### src/rtl/sipo_rx.sv
// Serial-in/parallel-out receiver: MSB-first framed bit stream to SIZE-bit words on a valid/ack handshake.
// Optional even-parity bit per word is enabled by defining SIPO_RX_PARITY_EN.
module sipo_rx #(
    parameter int SIZE = 8
) (
    input  logic            clk_in,
    input  logic            reset_n_in,
    input  logic            serial_in,
    input  logic            frame_n_in,
    input  logic            ack_in,
    input  logic            clear_ovr_in,
    output logic [SIZE-1:0] data_out,
    output logic            valid_out,
    output logic            busy_out,
    output logic            abort_out,
    output logic            overrun_out,
    output logic            parity_err_out
);

    localparam int CW = (SIZE > 2) ? $clog2(SIZE) : 1;
    localparam logic [CW-1:0] CNT_TOP    = CW'(SIZE - 1);
    localparam logic [CW-1:0] CNT_SECOND = CW'(SIZE - 2);

`ifdef SIPO_RX_PARITY_EN
    typedef enum logic [1:0] {IDLE, SHIFT, PARITY} state_t;
`else
    typedef enum logic [0:0] {IDLE, SHIFT} state_t;
`endif

    state_t          state;
    state_t          state_next;
    logic [SIZE-1:0] shreg;
    logic [CW-1:0]   cnt;
    logic [SIZE-1:0] word_next;
    logic            complete;
    logic            abort_evt;
`ifdef SIPO_RX_PARITY_EN
    logic            perr_next;
`endif

    // State register
    always_ff @(posedge clk_in or negedge reset_n_in) begin
        if (!reset_n_in) begin
            state <= IDLE;
        end else begin
            state <= state_next;
        end
    end

    // Next-state logic
    always_comb begin
        state_next = state;
        unique case (state)
            IDLE: begin
                if (!frame_n_in) state_next = SHIFT;
            end
            SHIFT: begin
                if (frame_n_in) begin
                    state_next = IDLE;
                end else if (cnt == '0) begin
`ifdef SIPO_RX_PARITY_EN
                    state_next = PARITY;
`else
                    state_next = IDLE;
`endif
                end
            end
`ifdef SIPO_RX_PARITY_EN
            PARITY: state_next = IDLE;
`endif
            default: state_next = IDLE;
        endcase
    end

    // Event decode: completion, abort and the word that would load
    always_comb begin
        complete  = 1'b0;
        abort_evt = 1'b0;
        word_next = shreg;
`ifdef SIPO_RX_PARITY_EN
        perr_next = 1'b0;
`endif
        unique case (state)
            IDLE: ;
            SHIFT: begin
                abort_evt = frame_n_in;
`ifndef SIPO_RX_PARITY_EN
                // last data bit is merged combinationally so the word loads on the edge that samples it
                complete     = !frame_n_in && (cnt == '0);
                word_next[0] = serial_in;
`endif
            end
`ifdef SIPO_RX_PARITY_EN
            PARITY: begin
                abort_evt = frame_n_in;
                complete  = !frame_n_in;
                perr_next = ^{shreg, serial_in};
            end
`endif
            default: ;
        endcase
    end

    // Shift register, bit counter and handshake outputs
    always_ff @(posedge clk_in or negedge reset_n_in) begin
        if (!reset_n_in) begin
            shreg       <= '0;
            cnt         <= CNT_TOP;
            data_out    <= '0;
            valid_out   <= 1'b0;
            busy_out    <= 1'b0;
            abort_out   <= 1'b0;
            overrun_out <= 1'b0;
`ifdef SIPO_RX_PARITY_EN
            parity_err_out <= 1'b0;
`endif
        end else begin
            abort_out <= abort_evt;
            busy_out  <= (state_next != IDLE);

            unique case (state)
                IDLE: begin
                    if (!frame_n_in) begin
                        shreg[SIZE-1] <= serial_in;
                        cnt           <= CNT_SECOND;
                    end
                end
                SHIFT: begin
                    if (frame_n_in) begin
                        shreg <= '0;
                        cnt   <= CNT_TOP;
                    end else begin
                        shreg[cnt] <= serial_in;
                        cnt        <= (cnt == '0) ? CNT_TOP : cnt - CW'(1);
                    end
                end
`ifdef SIPO_RX_PARITY_EN
                PARITY: begin
                    if (frame_n_in) shreg <= '0;
                end
`endif
                default: ;
            endcase

            if (complete) begin
                if (!valid_out || ack_in) begin
                    data_out  <= word_next;
                    valid_out <= 1'b1;
`ifdef SIPO_RX_PARITY_EN
                    parity_err_out <= perr_next;
`endif
                end
            end else if (ack_in) begin
                valid_out <= 1'b0;
            end

            if (complete && valid_out && !ack_in) begin
                overrun_out <= 1'b1;
            end else if (clear_ovr_in) begin
                overrun_out <= 1'b0;
            end
        end
    end

`ifndef SIPO_RX_PARITY_EN
    assign parity_err_out = 1'b0;
`endif

endmodule

### config.mk
export PLATFORM = sky130hd
export DESIGN_NAME = sipo_rx
export DESIGN_NICKNAME = d
export VERILOG_FILES = /design/src/rtl/sipo_rx.sv
export SDC_FILE = /design/constraint.sdc
export NUM_CORES = 1
export LEC_CHECK = 0
export BUFFER_PORTS_ARGS = -buffer_cell sky130_fd_sc_hd__clkbuf_2
export CAP_MARGIN = 0
export CORE_MARGIN = 2
export CORE_UTILIZATION = 57
export CTS_CLUSTER_DIAMETER = 200
export DETAILED_ROUTE_END_ITERATION = 10
export PLACE_DENSITY = 0.81
export SLEW_MARGIN = 10
export SYNTH_ARGS = -nofsm -noshare
export SYNTH_HDL_FRONTEND = slang
export SYNTH_SLANG_ARGS = --single-unit
### constraint.sdc
create_clock -name clk_in -period 2.7 [get_ports clk_in]
set_input_delay 0.54 -clock clk_in [delete_from_list [all_inputs] [get_ports clk_in]]
set_output_delay 0.54 -clock clk_in [all_outputs]
set_load 0.01 [all_outputs]
Word level (Yosys, flattened, before mapping)
Index checks and enable logic that the tools add are counted.

cells by class
  $add $sub $neg = 1
  $mul = 0
  div/mod/pow operators = 0
  magnitude comparators = 2
  eq/ne operators = 2
  shift-type cells = 0
  mux-type cells = 22
  bitwise logic cells = 1
  reductions and logical operators = 13

operators by type and width
  cell                                                                                 number
  1-bit two-way mux                                                                    13
  3-bit two-way mux                                                                    3
  8-bit bitwise mux                                                                    1
  8-bit two-way mux                                                                    1
  3-bit one-hot mux with 2 select lines                                                1
  1-bit logical AND                                                                    4
  3-bit by 4-bit less-than comparator with 1-bit output, second input constant         1
  1-bit one-hot mux with 2 select lines                                                2
  2-bit AND reduction                                                                  2
  2-bit nonzero test                                                                   2
  1-bit demux with 3-bit select                                                        1
  3-bit by 1-bit greater-or-equal comparator with 1-bit output, second input constant  1
  1-bit logical NOT                                                                    3
  3-bit logical NOT                                                                    1
  3-bit by 1-bit subtractor with 3-bit output, second input constant                   1
  2-bit by 1-bit inequality test with 1-bit output, second input constant              1
  2-bit inequality test, second input constant                                         1
  1-bit logical OR                                                                     1
  1-bit inverter                                                                       1

word-level totals
  register bits = 23
  latch bits = 0
  RAM bits = 0
  memory bits (read-only) = 0
  word-level logic and storage cells = 49
  memories = 0

Longest topological paths before layout
Gate-level depths: netlist (run 1).

  depth after elaboration = 7
  gate-level depth with buffers = 6

Worst setup path after synthesis (run 1)
OpenSTA, ideal clock, no wires.

  path type = flip-flop to flip-flop
  start point = register cnt[0]
  end point = register data_out[0]
  setup time = 0.125 ns
  arrival time = 1.668 ns
  data required time = 2.575 ns
  path slack = 0.907 ns
  stages on the path, launching flop included = 7
  period minus slack after synthesis = 1.793 ns
  cell sequence = dfstp_2 clkbuf_1 inv_1 ha_1 and2b_1 nand3_4 mux2_4

between the ends
  longest elaborated chain between the ends = 4

RTL lines
  what                           RTL line  RTL
  from (decl)                    33        logic [CW-1:0] cnt;
  from (signal assigned)         134       cnt <= (cnt == '0) ? CNT_TOP : cnt - CW'(1);
  3-bit logical NOT              89        complete = !frame_n_in && (cnt == '0);
  1-bit logical AND              89
  1-bit two-way mux              83        unique case (state)
  2-bit AND reduction (no line)  --
  to (signal assigned)           147       data_out <= word_next;
  to (decl)                      12        output logic [SIZE-1:0] data_out,

No other way between the ends.
A chain may end at the register's enable or synchronous reset.

Final worst setup path (run 1)
  start point = register cnt[0]
  end point = register data_out[3]

Same word-level chain as after synthesis.

==> summary.md, run 1 <==
| Metric | Value |
|---|---|
| Outcome | `completed` |
| Fillers | `160` |
| Synth Instances | `87` |
| Synth top area share | `46.3%` |
| ANT cells | `0` |
| DR iter-0 viols | `15` |
| Worst VDD drop | `320 uV` |
| First-pass GRT wire length | `3240 um` |
| Critical Path RT | `2.91 ns` |
| Worst-margin pin slew | `0.536 ns` |
| Commonest cells post-synth | `dfrtp_1 (20), mux2_4 (8), nand2_1 (7)` |
| Clock Pin Slew Worst Setup and Hold Paths | `0.12 ns` |
| Post-CTS sizing | `0` |
| Synth top area cells | `dfrtp_1 (46%), mux2_4 (11%), dfstp_2 (7.3%), o211ai_1 (3.5%), nand2b_1 (2.9%)` |
| Critical path class | `flip-flop to flip-flop` |
| GRT Util Overall | `21.2%` |
| Row count | `15` |
| Initial Util | `61.3%` |
| CP Depth | `5` |
| ANT nets after route | `0` |
| Synthesized area per cell | `12.4 um2` |
| Tcrit/Tclk final | `64.2%` |
| Total clock sinks | `23` |
| Total number of vias | `747` |
| Fmax | `0.577 GHz` |
| Root buf cell | `clkbuf_4` |
| Met2 wire length | `1070 um` |
| Flop2flop setup slack | `0.97 ns` |
| Final setup vio count | `0` |
| PD cells | `495 mW/mm2` |
| Fraction of layout cells with a size suffix above 1 | `35.9%` |
| Post-layout util | `67.7%` |
| Fin Setup TNS | `0 ns` |
| CTS tree | `built` |
| Residual DRC | `0` |
| Slowest stage delay, CP | `0.64 ns` |
| Area leader, netlist | `dfrtp_1` |
| Reg2reg end | `data_out[3]` |
| Worst R2R Start | `cnt[0]` |
| Post-Syn Area | `0.00108 mm2` |
| Cts hold-fix bufs | `0` |
| Largest net degree at the start of global routing | `24` |
| Main synth FF type | `dfrtp_1` |
| Worst hold-check path type | `input pin to asynchronous set/reset pin` |
| Most frequent cell after synthesis | `dfrtp_1` |
| Wirelength per Cell | `15.9 um` |
| Max clock buf depth | `2` |
| Die Footprint | `0.00226 mm2` |
| Wire length reported by the detailed router | `2040 um` |
| Core box area | `0.00176 mm2` |
| DP HPWL | `1520 um` |
| DR top layer | `met4` |
| Wl on met1 | `845 um` |
| CTS Buf Count | `3` |
| I/O Buffers | `17` |
| Register area share after synthesis | `53.6%` |
| Placed Area | `0.00117 mm2` |
| Die Wd | `47.6 um` |
| H-tree depth | `1` |
| Ys async rst share | `100%` |
| Vias/cell | `5.84` |
| Max-slew violation count | `0` |
| # Post-CTS Setup Buffers | `0` |
| CP Max Fanout | `10` |
| Final WS setup | `0.967 ns` |
| Critical path launch point type | `flip-flop` |
| Final min period | `1.73 ns` |
| Routed wl met3 | `82 um` |
| CP bufs+invs | `1` |
| Worst Skew | `0.00623 ns` |
| Nets | `112` |
| Lkg Pwr | `0.616 nW` |
| Pre-CTS setup slack | `0.993 ns` |
| Final hold violations | `0` |
| Synthesis-to-finish area growth | `10.5%` |
| Slowest cell on crit path | `dfstp_2` |
| Worst-path cell chain | `inv_1 > ha_1 > and2b_1 > nand3_4 > mux2_4` |
| Syn_nets | `95` |
| Pre-Repair DR Iteration Count | `4` |
| Routability Congestion | `0.784` |
| Vias in the first global route | `749` |
| Die height | `47.6 um` |
| EDFF count, synth | `0` |
| Ys Warns | `0` |
| Max-Cap Viols | `0` |
| Setup crit end kind | `flip-flop` |
| RSZ-0062 raised after global routing | `false` |
| I/O pin cnt | `19` |
| Seq cells post-synth | `23` |
| Final instance area | `0.00119 mm2` |
| Crit path DAT | `1.94 ns` |
| Gr ovfl total | `0` |
| Worst slew margin | `64.3%` |
| Cells on worst reg2reg path | `5` |
| Synth cell types | `29` |
| Top delay family on crit path | `flip-flops` |
| Initial antenna violation count | `0` |
| Worst-skew pair later-pin latency | `0.31 ns` |
[state kept, by name, indices dropped and copies added, names as in the netlist]
signal       flops
cnt              3
shreg            8
busy_out         1
overrun_out      1
data_out         8
valid_out        1
abort_out        1
[area by class of cell]
cell class	count	area [um2]	area share (%)
sequential	23	579	48.5
multi-input combinational	55	457	38.2
inverter	4	15.0	1.26
clock inverter	1	5.00	0.419
tap	25	31.3	2.62
clock buffer	3	22.5	1.88
timing repair buffer	17	85.1	7.12
[logic make-up (layout without fill, tap and decap cells)]
| logic type | count (synthesis) | after routing | share of synthesized area [%] |
|---|---|---|---|
| other | 1 | 1 | 0.347 |
| adders and majority gates | 2 | 2 | 2.31 |
| muxes | 10 | 10 | 13.2 |
| DFF | 23 | 23 | 53.6 |
| buffers and inverters | 9 | 25 | 4.17 |
| AOI/OAI and AO/OA | 20 | 20 | 13.1 |
| and+or+nand+nor | 22 | 22 | 13.3 |
[worst max-delay path by stage]
stage,startpoint,end,slack (ns)
floorplan,cnt[0],data_out[0],0.91
global placement,cnt[0],data_out[3],1.05
detailed placement,cnt[0],data_out[0],0.99
CTS,cnt[0],data_out[3],0.97
global route,cnt[0],data_out[0],0.89
finish,cnt[0],data_out[3],0.97
[per-stage QoR]
stage               power, W  hold slack, ns  cells
finish              0.000591           0.185    128
global route        0.000621           0.227    128
CTS                 0.000595           0.204    128
detailed placement  0.000442           0.494    124
global placement    0.000438           0.495    124
floorplan           0.000419           0.244     87
[per-layer routing]
layer	GRT usage [%]	vias to the layer above
li1	-	345
met2	37.3	27
met4	11.4	0
met3	3.77	6
met5	0	-
met1	24.2	369
[where the power goes]
part	internal, W	switching [W]	leakage (nW)
sequential	0.000360	0.0000171	0.305
clock	0.0000553	0.000100	0.0177
combinational	0.0000246	0.0000341	0.293
[cell usage in the layout (no fill, tap or decap)]
master / Yosys / layout
clkinv_2: 0 / 1
dfrtp_1: 20 / 20
or4_1: 1 / 1
a311o_1: 1 / 1
nor2_1: 1 / 1
nand3_4: 1 / 1
conb_1: 1 / 1
a21oi_1: 3 / 3
ha_1: 2 / 2
and2b_1: 1 / 1
o211ai_1: 5 / 5
nor2b_4: 1 / 1
clkbuf_4: 0 / 3
clkbuf_2: 0 / 17
nand3_1: 2 / 2
or2b_2: 1 / 1
nand3b_1: 1 / 1
o22ai_1: 1 / 1
nand2_1: 7 / 7
o31ai_1: 4 / 4
o21ai_0: 2 / 2
inv_1: 4 / 4
or4b_1: 1 / 1
mux2_2: 2 / 2
mux2_4: 8 / 8
a2bb2oi_1: 1 / 1
nand2b_1: 5 / 5
o311ai_0: 2 / 2
dfstp_2: 3 / 3
a31oi_1: 1 / 1
No activity file was read; power rests on OpenSTA's default activity.
==> run 2, diff against run 1 <==
- CORE_UTILIZATION: 57 -> 53
- PLACE_DENSITY: 0.81 -> 0.76
- clock period: 2.7 -> 1.75 ns (I/O delays scaled with it)
==> run 2 against run 1 <==
Sequential power grew 51%. Cell count is 3.9% higher. Worst setup slack worse by 0.81 ns. Routed wire length down 1.7%. Clock skew rose by 0.0017 ns. Sequential cell count stayed put. First-iteration DRC count is the same. Hold slack got worse by 0.17 ns. Via count shrank 1.3%. Combinational power is 94% higher. Global-route usage is 2.5 points lower.
==> summary.md, run 2 (synthesis gave the netlist of run 1 again) <==
| Metric | Value |
|---|---|
| Outcome | `completed` |
| Synthesis-to-finish area growth | `12.7%` |
| Worst VDD drop | `463 uV (+45%)` |
| Max-Cap Viols | `0 (unchanged)` |
| Die height | `49.2 um (+3.4%)` |
| Fmax | `0.628 GHz (+8.8%)` |
| Top delay family on crit path | `flip-flops` |
| Core box area | `0.00194 mm2 (+10%)` |
| Final min period | `1.59 ns (-0.141 ns)` |
| Crit path DAT | `1.82 ns (-0.12 ns)` |
| Final setup vio count | `0 (unchanged)` |
| Most frequent cells in the layout | `dfrtp_1 (20), clkbuf_2 (17), mux2_4 (8)` |
| Clock Pin Slew Worst Setup and Hold Paths | `0.12 ns (about the same)` |
| Initial Util | `55.7% (-5.6 points)` |
| Max clock buf depth | `2 (unchanged)` |
| Slowest stage delay, CP | `0.54 ns (-0.10 ns)` |
| ANT nets after route | `0 (unchanged)` |
| Critical path launch point type | `flip-flop` |
| Worst hold slack | `0.0150 ns (-0.170 ns)` |
| GRT Util Overall | `18.7% (-2.5 points)` |
| Worst-margin pin slew | `0.565 ns (+0.0289 ns)` |
| Post-CTS sizing | `0 (unchanged)` |
| Total number of vias | `737 (-1.3%)` |
| Gr ovfl total | `0 (unchanged)` |
| Total clock sinks | `23 (unchanged)` |
| Slowest cell on crit path | `dfstp_2` |
| First-pass GRT wire length | `3420 um (+5.5%)` |
| Worst-skew pair later-pin latency | `0.30 ns (about the same)` |
| RSZ-0062 raised after global routing | `false` |
| Critical path class | `flip-flop to flip-flop` |
| Largest regs | `data_out x8, shreg x8, cnt x3` |
| Fraction of layout cells with a size suffix above 1 | `36.8% (+0.87 points)` |
| I/O Buffers | `17 (unchanged)` |
| DP HPWL | `1470 um (-3.7%)` |
| Worst hold-check path type | `input pin to asynchronous set/reset pin` |
| Vias/cell | `5.54 (-5.0%)` |
| Vias in the first global route | `751 (+0.27%)` |
| PD cells | `751 mW/mm2 (+52%)` |
| ANT cells | `0 (unchanged)` |
| Nets | `115 (+2.7%)` |
| CP Max Fanout | `2 (-8)` |
| Lkg Pwr | `0.627 nW (+1.8%)` |
| CTS tree | `built` |
| Die Footprint | `0.00242 mm2 (+6.9%)` |
| Most common cell after layout, fill and taps aside | `dfrtp_1` |
| DR iter-0 viols | `15 (unchanged)` |
| Root buf cell | `clkbuf_4` |
| I/O pin cnt | `19 (unchanged)` |
| Initial antenna violation count | `0 (unchanged)` |
| Critical Path RT | `1.98 ns (-0.93 ns)` |
| Routability Congestion | `0.770 (-1.8%)` |
| Largest net degree at the start of global routing | `24 (unchanged)` |
| Worst slew margin | `62.3% (-1.9 points)` |
| Worst Skew | `0.00791 ns (+0.00168 ns)` |
| CTS Buf Count | `3 (unchanged)` |
| CP bufs+invs | `1 (unchanged)` |
| Die Wd | `49.2 um (+3.4%)` |
| Wirelength per Cell | `15.1 um (-5.4%)` |
| Worst-path cell chain | `inv_1 > ha_1 > or4b_1 > a21oi_1 > a31oi_1` |
| Flop2flop setup slack | `0.16 ns (-0.81 ns)` |
| Residual DRC | `0 (unchanged)` |
| Wire length reported by the detailed router | `2000 um (-1.7%)` |
| Final hold violations | `0 (unchanged)` |
| Cells on worst reg2reg path | `5 (unchanged)` |
| Setup crit end kind | `flip-flop` |
| Row count | `16 (+1)` |
| Worst R2R Start | `cnt[0]` |
| Pre-Repair DR Iteration Count | `4 (unchanged)` |
| H-tree depth | `1 (unchanged)` |
| Reg2reg end | `cnt[2]` |
| Max-slew violation count | `0 (unchanged)` |
| Fin Setup TNS | `0 ns (unchanged)` |
| Tcrit/Tclk final | `91.0% (+27 points)` |
[run 2: timing repair]
| action | in CTS | in global routing |
|---|---|---|
| endpoints found under the hold margin | 0 | 0 |
| hold buffers | 0 | 0 |
| setup buffers | 0 | 1 |
| endpoints found under the setup margin | 0 | 9 |
[run 2: how the worst max path moves through the flow]
| stage | from | to | slack, ns | depth (start not counted) |
|---|---|---|---|---|
| finish | cnt[0] | cnt[2] | 0.16 | 5 |
| global placement | cnt[1] | data_out[7] | 0.11 | 5 |
| global route | cnt[0] | cnt[2] | 0.09 | 5 |
| CTS | cnt[1] | cnt[2] | 0.04 | 5 |
| detailed placement | cnt[1] | data_out[6] | 0.07 | 5 |
| floorplan | cnt[0] | data_out[0] | 0.07 | 6 |
[run 2: stage by stage]
step | util (%) | std cells | setup slack [ns] | area (um2) | total power (W)
3_5_place_dp | 61.0 | 128 | 0.0725 | 1180 | 0.000689
5_1_grt | 62.8 | 133 | 0.0859 | 1220 | 0.000968
4_1_cts | 62.4 | 132 | 0.0420 | 1210 | 0.000923
6_report | 62.8 | 133 | 0.157 | 1220 | 0.000915
2_1_floorplan | - | 87 | 0.0676 | 1080 | 0.000649
3_3_place_gp | 61.0 | 128 | 0.115 | 1180 | 0.000682
[run 2: area by class of cell]
type                       count  area [um2]
inverter                       4        15.0
clock buffer                   4        26.3
sequential                    23         579
fill                         158         723
timing repair buffer          20         108
multi-input combinational     55         457
tap                           27        33.8
[run 2: power by group]
group / switching [W] / internal (W) / leakage (nW) / total (W)
clock network: 0.000144 / 0.0000888 / 0.0150 / 0.000233
logic: 0.0000679 / 0.0000463 / 0.307 / 0.000114
registers: 0.0000129 / 0.000555 / 0.305 / 0.000568
total: 0.000225 / 0.000690 / 0.627 / 0.000915
[run 2: worst reg2reg max path, cell delays in order (launching register included)]
cell     delay (ns)
dfstp_2        0.54
inv_1          0.06
ha_1           0.20
or4b_1         0.50
a21oi_1        0.17
a31oi_1        0.06
[run 2: metal layers]
layer | global-route usage, % | part of all wire (%)
met5 | 0 | 0
met4 | 7.14 | 0
met3 | 3.07 | 3.2
met2 | 32.0 | 54
met1 | 23.6 | 43
==> run 3, diff against run 2 <==
- ABC_CLOCK_PERIOD_IN_PS: not set -> 1750
- HOLD_SLACK_MARGIN: not set -> 0.08
==> run 3 against run 2 <==
Critical path depth did not move. Maximum frequency rose by 0.11%. First-iteration DRC count unchanged. Clock power barely moved. Register-to-register slack about the same. Non-clock buffer count increased by 1. Total power rose by 0.29%. Hold slack improved by 0.22 ns. Final area up 0.82%. Global-route usage unchanged. Critical endpoint is now data_out[6]. Largest power group unchanged.
==> summary.md, run 3 (synthesis gave the netlist of run 1 again) <==
| Metric | Value |
|---|---|
| Final setup vio count | `0 (unchanged)` |
| Vias in the first global route | `751 (unchanged)` |
| Row count | `16 (unchanged)` |
| Total number of vias | `741 (+0.54%)` |
| Die height | `49.2 um (unchanged)` |
| Fmax | `0.629 GHz (+0.11%)` |
| DR iter-0 viols | `15 (unchanged)` |
| Slowest cell on crit path | `dfstp_2` |
| Initial Util | `55.7% (unchanged)` |
| Largest net degree at the start of global routing | `24 (unchanged)` |
| Cells on worst reg2reg path | `5 (unchanged)` |
| Worst slew margin | `62.4% (+0.10 points)` |
| Max-Cap Viols | `0 (unchanged)` |
| First-pass GRT wire length | `3420 um (unchanged)` |
| Crit path DAT | `1.78 ns (-0.04 ns)` |
| Worst Hold End | `overrun_out` |
| Worst hold-check path type | `input pin to flip-flop` |
| Most common cell after layout, fill and taps aside | `dfrtp_1` |
| I/O Buffers | `17 (unchanged)` |
| Sequential cell area | `579 um2 (unchanged)` |
| Core box area | `0.00194 mm2 (unchanged)` |
| Wire length reported by the detailed router | `2010 um (about the same)` |
| Tcrit/Tclk final | `90.9% (-0.10 points)` |
| Residual DRC | `0 (unchanged)` |
| Gr ovfl total | `0 (unchanged)` |
| Flop2flop setup slack | `0.16 ns (about the same)` |
| CTS Buf Count | `3 (unchanged)` |
| Slowest stage delay, CP | `0.54 ns (about the same)` |
| Area of the multi-input gates | `457 um2 (unchanged)` |
| Clock Pin Slew Worst Setup and Hold Paths | `0.11 ns (about the same)` |
| Fin Setup TNS | `0 ns (unchanged)` |
| CTS tree | `built` |
| Fraction of layout cells with a size suffix above 1 | `36.4% (-0.34 points)` |
| Nets | `116 (+0.87%)` |
| Worst R2R Start | `cnt[0]` |
| Setup crit end kind | `flip-flop` |
| Final min period | `1.59 ns (-0.00177 ns)` |
| Wirelength per Cell | `15.0 um (-0.65%)` |
| Pre-Repair DR Iteration Count | `4 (unchanged)` |
| Lkg Pwr | `0.632 nW (+0.67%)` |
| Critical Path RT | `1.94 ns (-0.04 ns)` |
| Worst VDD drop | `465 uV (+0.29%)` |
| Most frequent cells in the layout | `dfrtp_1 (20), clkbuf_2 (17), mux2_4 (8)` |
| Fillers | `157 (-0.63%)` |
| CP Max Fanout | `8 (+6)` |
| ANT nets after route | `0 (unchanged)` |
| DP HPWL | `1470 um (unchanged)` |
| Hold path start | `clear_ovr_in` |
| Largest regs | `data_out x8, shreg x8, cnt x3` |
| RSZ-0062 raised after global routing | `false` |
| Worst-skew pair later-pin latency | `0.30 ns (about the same)` |
| Worst-path cell chain | `inv_1 > ha_1 > and2b_1 > nand3_4 > mux2_4` |
| H-tree depth | `1 (unchanged)` |
| Critical path class | `flip-flop to flip-flop` |
| ANT cells | `0 (unchanged)` |
| I/O pin cnt | `19 (unchanged)` |
| Final hold violations | `0 (unchanged)` |
| Die Footprint | `0.00242 mm2 (unchanged)` |
| PD cells | `747 mW/mm2 (-0.53%)` |
| GRT Util Overall | `18.7% (unchanged)` |
| Reg2reg end | `data_out[6]` |
| Worst-margin pin slew | `0.564 ns (-0.00151 ns)` |
| Worst Skew | `0.00904 ns (+0.00112 ns)` |
| Die Wd | `49.2 um (unchanged)` |
| Vias/cell | `5.53 (-0.21%)` |
| Max-slew violation count | `0 (unchanged)` |
| Root buf cell | `clkbuf_4` |
| Critical path launch point type | `flip-flop` |
| Outcome | `completed` |
| Synthesis-to-finish area growth | `13.7%` |
| Post-CTS sizing | `0 (unchanged)` |
| Total clock sinks | `23 (unchanged)` |
| Initial antenna violation count | `0 (unchanged)` |
| Max clock buf depth | `2 (unchanged)` |
| Routability Congestion | `0.770 (unchanged)` |
| Worst hold slack | `0.234 ns (+0.219 ns)` |
| Hold depth | `2` |
==> run 3: routing by layer <==
metal	share of wire [%]	vias up	track usage, %
met1	43	367	23.6
met2	53	16	32.0
met5	0	-	0
met4	0.50	0	7.14
met3	3.1	2	3.07
li1	-	356	-
==> run 3: critical path, delay by kind of cell (launching register included) <==
kind          cells  cell delay [ns]
flops             1             0.54
mux               1             0.32
fa+ha+maj         1             0.20
simple gates      2             0.36
buf+inv           1             0.06
==> run 3: how the worst max path moves through the flow <==
| stage | start | end | slack, ns | cells past startpoint |
|---|---|---|---|---|
| final | cnt[0] | data_out[6] | 0.16 | 5 |
| after detailed placement | cnt[1] | data_out[6] | 0.07 | 5 |
| after global routing | cnt[0] | cnt[2] | 0.09 | 5 |
| after floorplan | cnt[0] | data_out[0] | 0.07 | 6 |
| after CTS | cnt[1] | cnt[2] | 0.04 | 5 |
| after global placement | cnt[1] | data_out[7] | 0.11 | 5 |
==> run 3: area by class of cell <==
cell class,count,area share [%]
clock buffers,4,2.14
inverters,4,1.22
well taps,27,2.75
flip-flops and latches,23,47.1
repair buffers,21,9.57
multi-input cells,55,37.2
==> run 3: power breakdown <==
part           total, W  leakage [nW]  switching, W  internal (W)
Combinational  0.000116         0.311     0.0000680     0.0000478
Sequential     0.000567         0.305     0.0000129      0.000555
Clock          0.000234        0.0150      0.000145     0.0000889
Total          0.000918         0.632      0.000226      0.000691
==> run 3: repair_timing <==
| item | in CTS | in global routing |
|---|---|---|
| hold buffers | 1 | 0 |
| buffers inserted | 0 | 1 |
| endpoints found under the setup margin | 0 | 9 |
| hold endpoints to repair | 20 | 0 |
==> run 3: stage by stage <==
stage                     utilization, %  total power [W]  setup WS [ns]  instances  instance area, um2
after detailed placement            61.0         0.000689         0.0725        128                1180
after global placement              61.0         0.000682          0.115        128                1180
after CTS                           62.9         0.000925         0.0420        133                1220
after global routing                63.3         0.000970         0.0859        134                1230
after floorplan                        -         0.000649         0.0676         87                1080
final                               63.3         0.000918          0.159        134                1230
